<file path="src/rtl/fifo_modport.sv">
// fifo_modport: single-clock 32x32 FIFO whose flags and levels come from registered pointers only
module fifo_modport #(
    parameter int DATA_WIDTH = 32,
    parameter int ADDR_WIDTH = 5,
    parameter int DEPTH      = 32
) (
    input  logic                  rclk,
    input  logic                  sw_rst,
    input  logic                  write_enable,
    input  logic [DATA_WIDTH-1:0] write_data,
    input  logic [ADDR_WIDTH-1:0] afull_value,
    output logic                  wfull,
    output logic                  wr_almost_full,
    output logic                  overflow,
    output logic [ADDR_WIDTH:0]   fifo_write_count,
    output logic [ADDR_WIDTH:0]   wr_level,
    input  logic                  read_enable,
    input  logic [ADDR_WIDTH-1:0] aempty_value,
    output logic [DATA_WIDTH-1:0] read_data,
    output logic                  rdempty,
    output logic                  rd_almost_empty,
    output logic                  underflow,
    output logic [ADDR_WIDTH:0]   fifo_read_count,
    output logic [ADDR_WIDTH:0]   rd_level
);
    localparam int PW = ADDR_WIDTH + 1;
    logic [PW-1:0] wptr_q, wptr_d, rptr_q, rptr_d, wcnt_q, wcnt_d, rcnt_q, rcnt_d, level;
    logic [DATA_WIDTH-1:0] rdata_q, rdata_d;
    logic ovf_q, ovf_d, unf_q, unf_d, wr_acc, rd_acc;
    logic [DATA_WIDTH-1:0] mem_q [DEPTH];
    always_comb begin
        level           = wptr_q - rptr_q;
        rdempty         = level == '0;
        wfull           = level == PW'(DEPTH);
        rd_almost_empty = level <= {1'b0, aempty_value};
        wr_almost_full  = (PW'(DEPTH) - level) <= {1'b0, afull_value};
        wr_acc          = write_enable && !wfull;
        rd_acc          = read_enable && !rdempty;
        wptr_d          = wptr_q + PW'(wr_acc);
        rptr_d          = rptr_q + PW'(rd_acc);
        wcnt_d          = wcnt_q + PW'(wr_acc);
        rcnt_d          = rcnt_q + PW'(rd_acc);
        rdata_d         = rd_acc ? mem_q[rptr_q[ADDR_WIDTH-1:0]] : rdata_q;
        ovf_d           = write_enable && wfull;
        unf_d           = read_enable && rdempty;
    end
    always_ff @(posedge rclk) begin
        if (sw_rst) begin
            wptr_q  <= '0;
            rptr_q  <= '0;
            wcnt_q  <= '0;
            rcnt_q  <= '0;
            rdata_q <= '0;
            ovf_q   <= 1'b0;
            unf_q   <= 1'b0;
        end else begin
            wptr_q  <= wptr_d;
            rptr_q  <= rptr_d;
            wcnt_q  <= wcnt_d;
            rcnt_q  <= rcnt_d;
            rdata_q <= rdata_d;
            ovf_q   <= ovf_d;
            unf_q   <= unf_d;
        end
    end
    always_ff @(posedge rclk) begin
        if (wr_acc && !sw_rst) mem_q[wptr_q[ADDR_WIDTH-1:0]] <= write_data;
    end
    assign wr_level         = level;
    assign rd_level         = level;
    assign fifo_write_count = wcnt_q;
    assign fifo_read_count  = rcnt_q;
    assign read_data        = rdata_q;
    assign overflow         = ovf_q;
    assign underflow        = unf_q;
endmodule

</file>
<file path="config.mk">
export PLATFORM = sky130hd
export DESIGN_NAME = fifo_modport
export DESIGN_NICKNAME = d
export VERILOG_FILES = /design/src/rtl/fifo_modport.sv
export SDC_FILE = /design/constraint.sdc
export NUM_CORES = 1
export LEC_CHECK = 0
export CORE_AREA = 2 2 324 566
export CTS_CLUSTER_DIAMETER = 150
export DETAILED_ROUTE_END_ITERATION = 12
export DIE_AREA = 0 0 326 568
export GPL_TIMING_DRIVEN = 0
export PLACE_DENSITY = 0.38
export REMOVE_ABC_BUFFERS = 1
export SKIP_LAST_GASP = 1
export SLEW_MARGIN = 20
export SYNTH_ARGS = -nofsm -noshare
export SYNTH_HDL_FRONTEND = slang
export SYNTH_SLANG_ARGS = --single-unit
</file>
<file path="constraint.sdc">
create_clock -name rclk -period 4.14 [get_ports rclk]
set_input_delay 0.414 -clock rclk [delete_from_list [all_inputs] [get_ports rclk]]
set_output_delay 0.414 -clock rclk [all_outputs]
set_load 0.005 [all_outputs]
</file>
Yosys cells after proc, flatten, opt, wreduce, memory -nomap -nowiden. Memories as Yosys holds them, arrays and structs flattened. A register that Yosys moved wholly into a read port is not among the register bits. Index checks and enable logic that the tools add are counted.

Order comparisons: 2. Add/subtract/negate cells: 6. Eq/ne operators: 1. Reductions and logical operators: 9. Mux-type cells: 2.

Operator list (number): $add A6 B1 Y6 (4); $le A6 B5 Y1 (2); $eq A6 B6 Y1 const B (1); $logic_not A6 Y1 (1); $sub A6 B6 Y6 (1); $sub A6 B6 Y6 const A (1); $logic_and A1 B1 Y1 (5); $logic_not A1 Y1 (3); $mux W1 (2).

RAM bits: 1024. Bits in registers: 26. Bits of input ports: 46. Memories: 1. Logic and storage cells: 27. Output and inout bits: 62.

Memories: mem_q (depth 32, width 32, read ports 1, clocked after Yosys merged registers in 1, wr ports 1, RTL line 30) `logic [DATA_WIDTH-1:0] mem_q [DEPTH];`.

Logic depth before layout (Yosys ltp).
Word-level depth: 7. Gate-level depth with buffers: 16. Depth with buffers taken out: 14.

Worst setup path before layout. No wires, ideal clock.

Path type: reg-to-reg. Start point: register rptr_q[2]. End point: memory mem_q[4][0], enable pin. Period minus slack after synthesis: 4.406 ns. Data arrival time: 3.985 ns. Required time: 3.719 ns. Library setup time: 0.421 ns. Buffers on the path: 3. Cell stages (with the launch flop): 12. Path slack: -0.266 ns. Cells stage by stage: dfxtp_1 buf_2 clkbuf_1 clkbuf_1 inv_1 ha_1 or2_0 o221ai_1 o21ai_0 o211ai_2 nand3_1 nor2_1.

Cells in the longest elaborated chain, start to end: 7.

RTL lines: start: declaration (RTL line 27) `logic [PW-1:0] wptr_q, wptr_d, rptr_q, rptr_d, wcnt_q, wcnt_d, rcnt_q, rcnt_d, level;`; start signal: assignment (RTL line 58) `rptr_q <= rptr_d;`; $sub A6 B6 Y6 (RTL line 32) `level = wptr_q - rptr_q;`; $eq A6 B6 Y1 (RTL line 34) `wfull = level == PW'(DEPTH);`; $logic_not A1 Y1 (RTL line 37) `wr_acc = write_enable && !wfull;`; $logic_and A1 B1 Y1 (RTL line 37); $logic_and A1 B1 Y1 (RTL line 67) `if (wr_acc && !sw_rst) mem_q[wptr_q[ADDR_WIDTH-1:0]] <= write_data;`; $mux W1 (RTL line 67); $mux W1 (implied by the code) (RTL line 67); end: declaration (RTL line 30).

Every way passes these cells.

Final worst setup path.
Start point: register rptr_q[4]. End point: memory mem_q[9][30], enable pin.

The elaborated chain is that of the path after synthesis.

==> Flow_metrics.wiki <==
{| class="wikitable"
! Metric !! Value
|-
| Outcome || finished, final reports clean
|-
| Combinational group share of total power || 23.9%
|-
| Total count of hold-check failures in the final report || 0
|-
| Tightest slew margin relative to the limit || 28.0%
|-
| Total number of vias || 20800
|-
| Post-synthesis async set-or-reset flop share || 0%
|-
| P_sw || 0.00768 W
|-
| Seq cells post-synth || 1082
|-
| Final number of setup-violating endpoints || 0
|-
| CP required || 4.52 ns
|-
| Clock period minus worst slack || 4.01 ns
|-
| Final Slew Violations || 0
|-
| Gpl congestion || 0.691
|-
| Leakage dissipation || 15.9 nW
|-
| Setup repair after global routing missed its margin || true
|-
| Number of buffers inserted by hold repair at cts || 0
|-
| Register-to-register setup slack || 0.13 ns
|-
| Area leader, netlist || sky130_fd_sc_hd__edfxtp_1
|-
| Total Neg Setup Slack || 0 ns
|-
| Most common cell after layout, fill and taps aside || sky130_fd_sc_hd__edfxtp_1
|-
| Clock buffer depth || 3
|-
| Pin count of the biggest net entering global routing || 38
|-
| Most frequent cells in the layout || sky130_fd_sc_hd__edfxtp_1 (1024), sky130_fd_sc_hd__mux4_2 (194), sky130_fd_sc_hd__mux2i_1 (126), sky130_fd_sc_hd__clkbuf_16 (103), sky130_fd_sc_hd__clkdlybuf4s50_1 (99)
|-
| Peak fanout along the critical path || 36
|-
| Initial detailed-routing violation count || 1609
|-
| First-pass iteration count of the detailed router || 5
|-
| Post-place instance area || 47900 um2
|-
| Initial cell density of the core || 22.8%
|-
| Final routed wirelength across all metal layers || 122 mm
|-
| Top FF cell, synth || sky130_fd_sc_hd__edfxtp_1
|-
| Std-Cell Core Area || 181000 um2
|-
| Root Buffer Master || sky130_fd_sc_hd__clkbuf_16
|-
| Residual overflow from global routing || 0
|-
| DR WL/cell || 25.7 um
|-
| Reg2reg start || rptr_q[4]
|-
| Number of instances in the synthesized netlist || 1986
|-
| Transition at the pin with the smallest max-transition slack || 1.08 ns
|-
| Area delta synth->final || 26.3%
|-
| Number of distinct library cells after synthesis || 43
|-
| Internal power consumption || 0.0210 W
|-
| Worst skew pair latency || 0.70 ns
|-
| Kind of critical path || flop to flop
|-
| Part of the total power dissipated in sequential elements || 43.1%
|-
| Post-layout net count || 2334
|-
| Share of total power in the clock network || 33.0%
|-
| Cell types with the largest area share after synthesis || sky130_fd_sc_hd__edfxtp_1 (74%), sky130_fd_sc_hd__mux4_2 (11%), sky130_fd_sc_hd__mux2i_1 (3.1%)
|-
| Global-route wire length before repair || 172 mm
|-
| Fill cells || 17600
|-
| Register clock-pin slew on the reported worst setup and hold paths || 0.07 ns
|-
| P per Cell Area || 550 nW/um2
|-
| Synthesized area per cell || 20.8 um2
|-
| Fin crit share || 96.9%
|-
| Worst supply voltage drop on vdd || 0.444 mV
|-
| CTS buffer count || 102
|-
| Share of layout cells above drive strength 1 || 25.3%
|-
| Count of unresolved DRC violations after routing || 0
|-
| Register-to-Register Path Depth || 10
|-
| Clock tree from TritonCTS || built
|-
| Max-cap violations || 0
|-
| Sink Count || 1082
|-
| Half-perimeter wire length after detailed placement || 78.5 mm
|-
| Post-Route Skew || 0.0297 ns
|-
| Number of global-route vias before repair || 22700
|-
| Net switching share of the total power || 26.7%
|-
| Crit path launch || rptr_q[4]
|-
| Antenna violations before repair || 3
|-
| Fmax achieved || 249 MHz
|-
| Number of enable-type register cells in the synthesized netlist || 1024
|-
| Height of the chip || 568 um
|-
| Global-route usage over all layers || 13.1%
|-
| Post-route ant nets || 0
|-
| Hold path start || sw_rst
|-
| Proportion of netlist area held by the largest area contributor || 74.4%
|-
| Total non-filler cell area in the finished layout || 52200 um2
|-
| Cell Rows || 207
|-
| Class of the worst hold path || input pin to flop
|-
| Number of synthesis warnings || 0
|-
| Category of the worst setup path capture point || flop
|-
| Top-level I/O count || 108
|-
| Proportion of synthesized chip area in sequential cells || 77.2%
|-
| Startpoint class of the critical path || flop
|-
| # port buffers || 107
|-
| Horizontal die dimension || 326 um
|-
| Routed via count divided by cell count || 4.38
|-
| Post-synthesis instance area || 41300 um2
|-
| H-tree level count || 3
|-
| Die footprint || 185000 um2
|-
| Data arrival at the endpoint of the critical path || 4.40 ns
|-
| Hold Path Depth || 2
|}
## cells by family (layout without fill, tap and decap cells)
logic type | count (synthesis) | after routing | synth area share (%)
other | 0 | 1 | 0
AO/OA/AOI/OAI | 270 | 270 | 4.79
multiplexers | 321 | 321 | 13.7
flip-flops | 1082 | 1082 | 77.2
adder cells (fa/ha/maj) | 25 | 25 | 0.775
buffers and inverters | 136 | 501 | 1.54
AND/OR/NAND/NOR | 128 | 128 | 1.47
XOR/XNOR | 24 | 24 | 0.527
## repair_timing
| item | in CTS | in global routing |
|---|---|---|
| gates cloned | 2 | 0 |
| pin swaps | 17 | 14 |
| endpoints found under the setup margin | 1086 | 224 |
| buffers inserted | 39 | 26 |
| resized for setup | 25 | 7 |
## through the flow
stage                     setup WS (ns)  utilization, %  instances  hold slack, ns  total power (W)
final                             0.127            28.8       4755           0.177           0.0287
after global routing            -0.0364            28.8       4755           0.202           0.0300
after CTS                       0.00796            28.6       4728           0.281           0.0292
after detailed placement          -1.34            26.4       4495           0.465           0.0192
after global placement           -21.71            24.8       4383           0.465           0.0152
after floorplan                  -11.90               -       1873           0.463           0.0147
## flip-flops by register name, summed over array words and instances, names as in the netlist
| signal | count |
|---|---|
| underflow | 1 |
| rptr_q | 6 |
| mem_q | 1024 |
| fifo_read_count | 6 |
| overflow | 1 |
| fifo_write_count | 6 |
| wptr_q | 6 |
| read_data | 32 |
## worst paths after layout
kind,to
worst max-delay path,mem_q[9][30]
worst min-delay path,fifo_read_count[3]
worst max register to register,mem_q[9][30]
worst min register to register,read_data[6]
## worst max-delay path: stages, from the launching register on
cell	delay, ns
sky130_fd_sc_hd__dfxtp_4	0.47
sky130_fd_sc_hd__clkinv_16	0.19
sky130_fd_sc_hd__ha_1	0.40
sky130_fd_sc_hd__and2_1	0.16
sky130_fd_sc_hd__o21ai_0	0.19
sky130_fd_sc_hd__o21ai_0	0.26
sky130_fd_sc_hd__o211ai_2	0.52
sky130_fd_sc_hd__nand2b_1	0.50
sky130_fd_sc_hd__nor2_4	0.49
sky130_fd_sc_hd__buf_12	0.23
sky130_fd_sc_hd__buf_16	0.18
## final cells by class
type                            instances  area [um2]  share of cell area (%)
Sequential cell                      1082       31900                    61.2
Timing Repair Buffer                  286        4630                    8.87
Multi-Input combinational cell        768        9160                    17.5
Antenna cell                            1        2.50                 0.00479
Clock buffer                          128        2700                    5.18
Clock inverter                         64         643                    1.23
Tap cell                             2403        3010                    5.76
Inverter                               23         121                   0.233
## power groups by stage
stage	clock, W	sequential [W]	combinational (W)
finish	0.00949	0.0124	0.00685
detailed placement	0	0.0128	0.00640
global route	0.0101	0.0124	0.00743
floorplan	0	0.0127	0.00202
CTS	0.00981	0.0124	0.00697
global placement	0	0.0127	0.00252
## per-layer routing
layer  track usage, %  routed length [um]  vias to the layer above
met5                0                  27                        -
met4             4.15                3230                        4
met3             1.64                3930                      154
met2             23.8               65000                      477
met1             15.9               50200                    11300
li1                 -                   -                     8852
## cell usage after synthesis, types with 9 or more instances
cell and instances:
sky130_fd_sc_hd__edfxtp_1 1024, sky130_fd_sc_hd__mux4_2 194, sky130_fd_sc_hd__mux2i_1 127, sky130_fd_sc_hd__a22oi_1 94
sky130_fd_sc_hd__a21oi_1 68, sky130_fd_sc_hd__nor2_1 65, sky130_fd_sc_hd__o221ai_1 64, sky130_fd_sc_hd__clkbuf_1 58
sky130_fd_sc_hd__dfxtp_1 58, sky130_fd_sc_hd__a22o_1 32, sky130_fd_sc_hd__buf_2 30, sky130_fd_sc_hd__ha_1 24
sky130_fd_sc_hd__inv_1 21, sky130_fd_sc_hd__nand3_1 19, sky130_fd_sc_hd__xnor2_1 14, sky130_fd_sc_hd__buf_4 12
sky130_fd_sc_hd__nand2_1 11, sky130_fd_sc_hd__nor2b_1 11, sky130_fd_sc_hd__xor2_1 9
No activity file was read; power rests on OpenSTA's default activity.
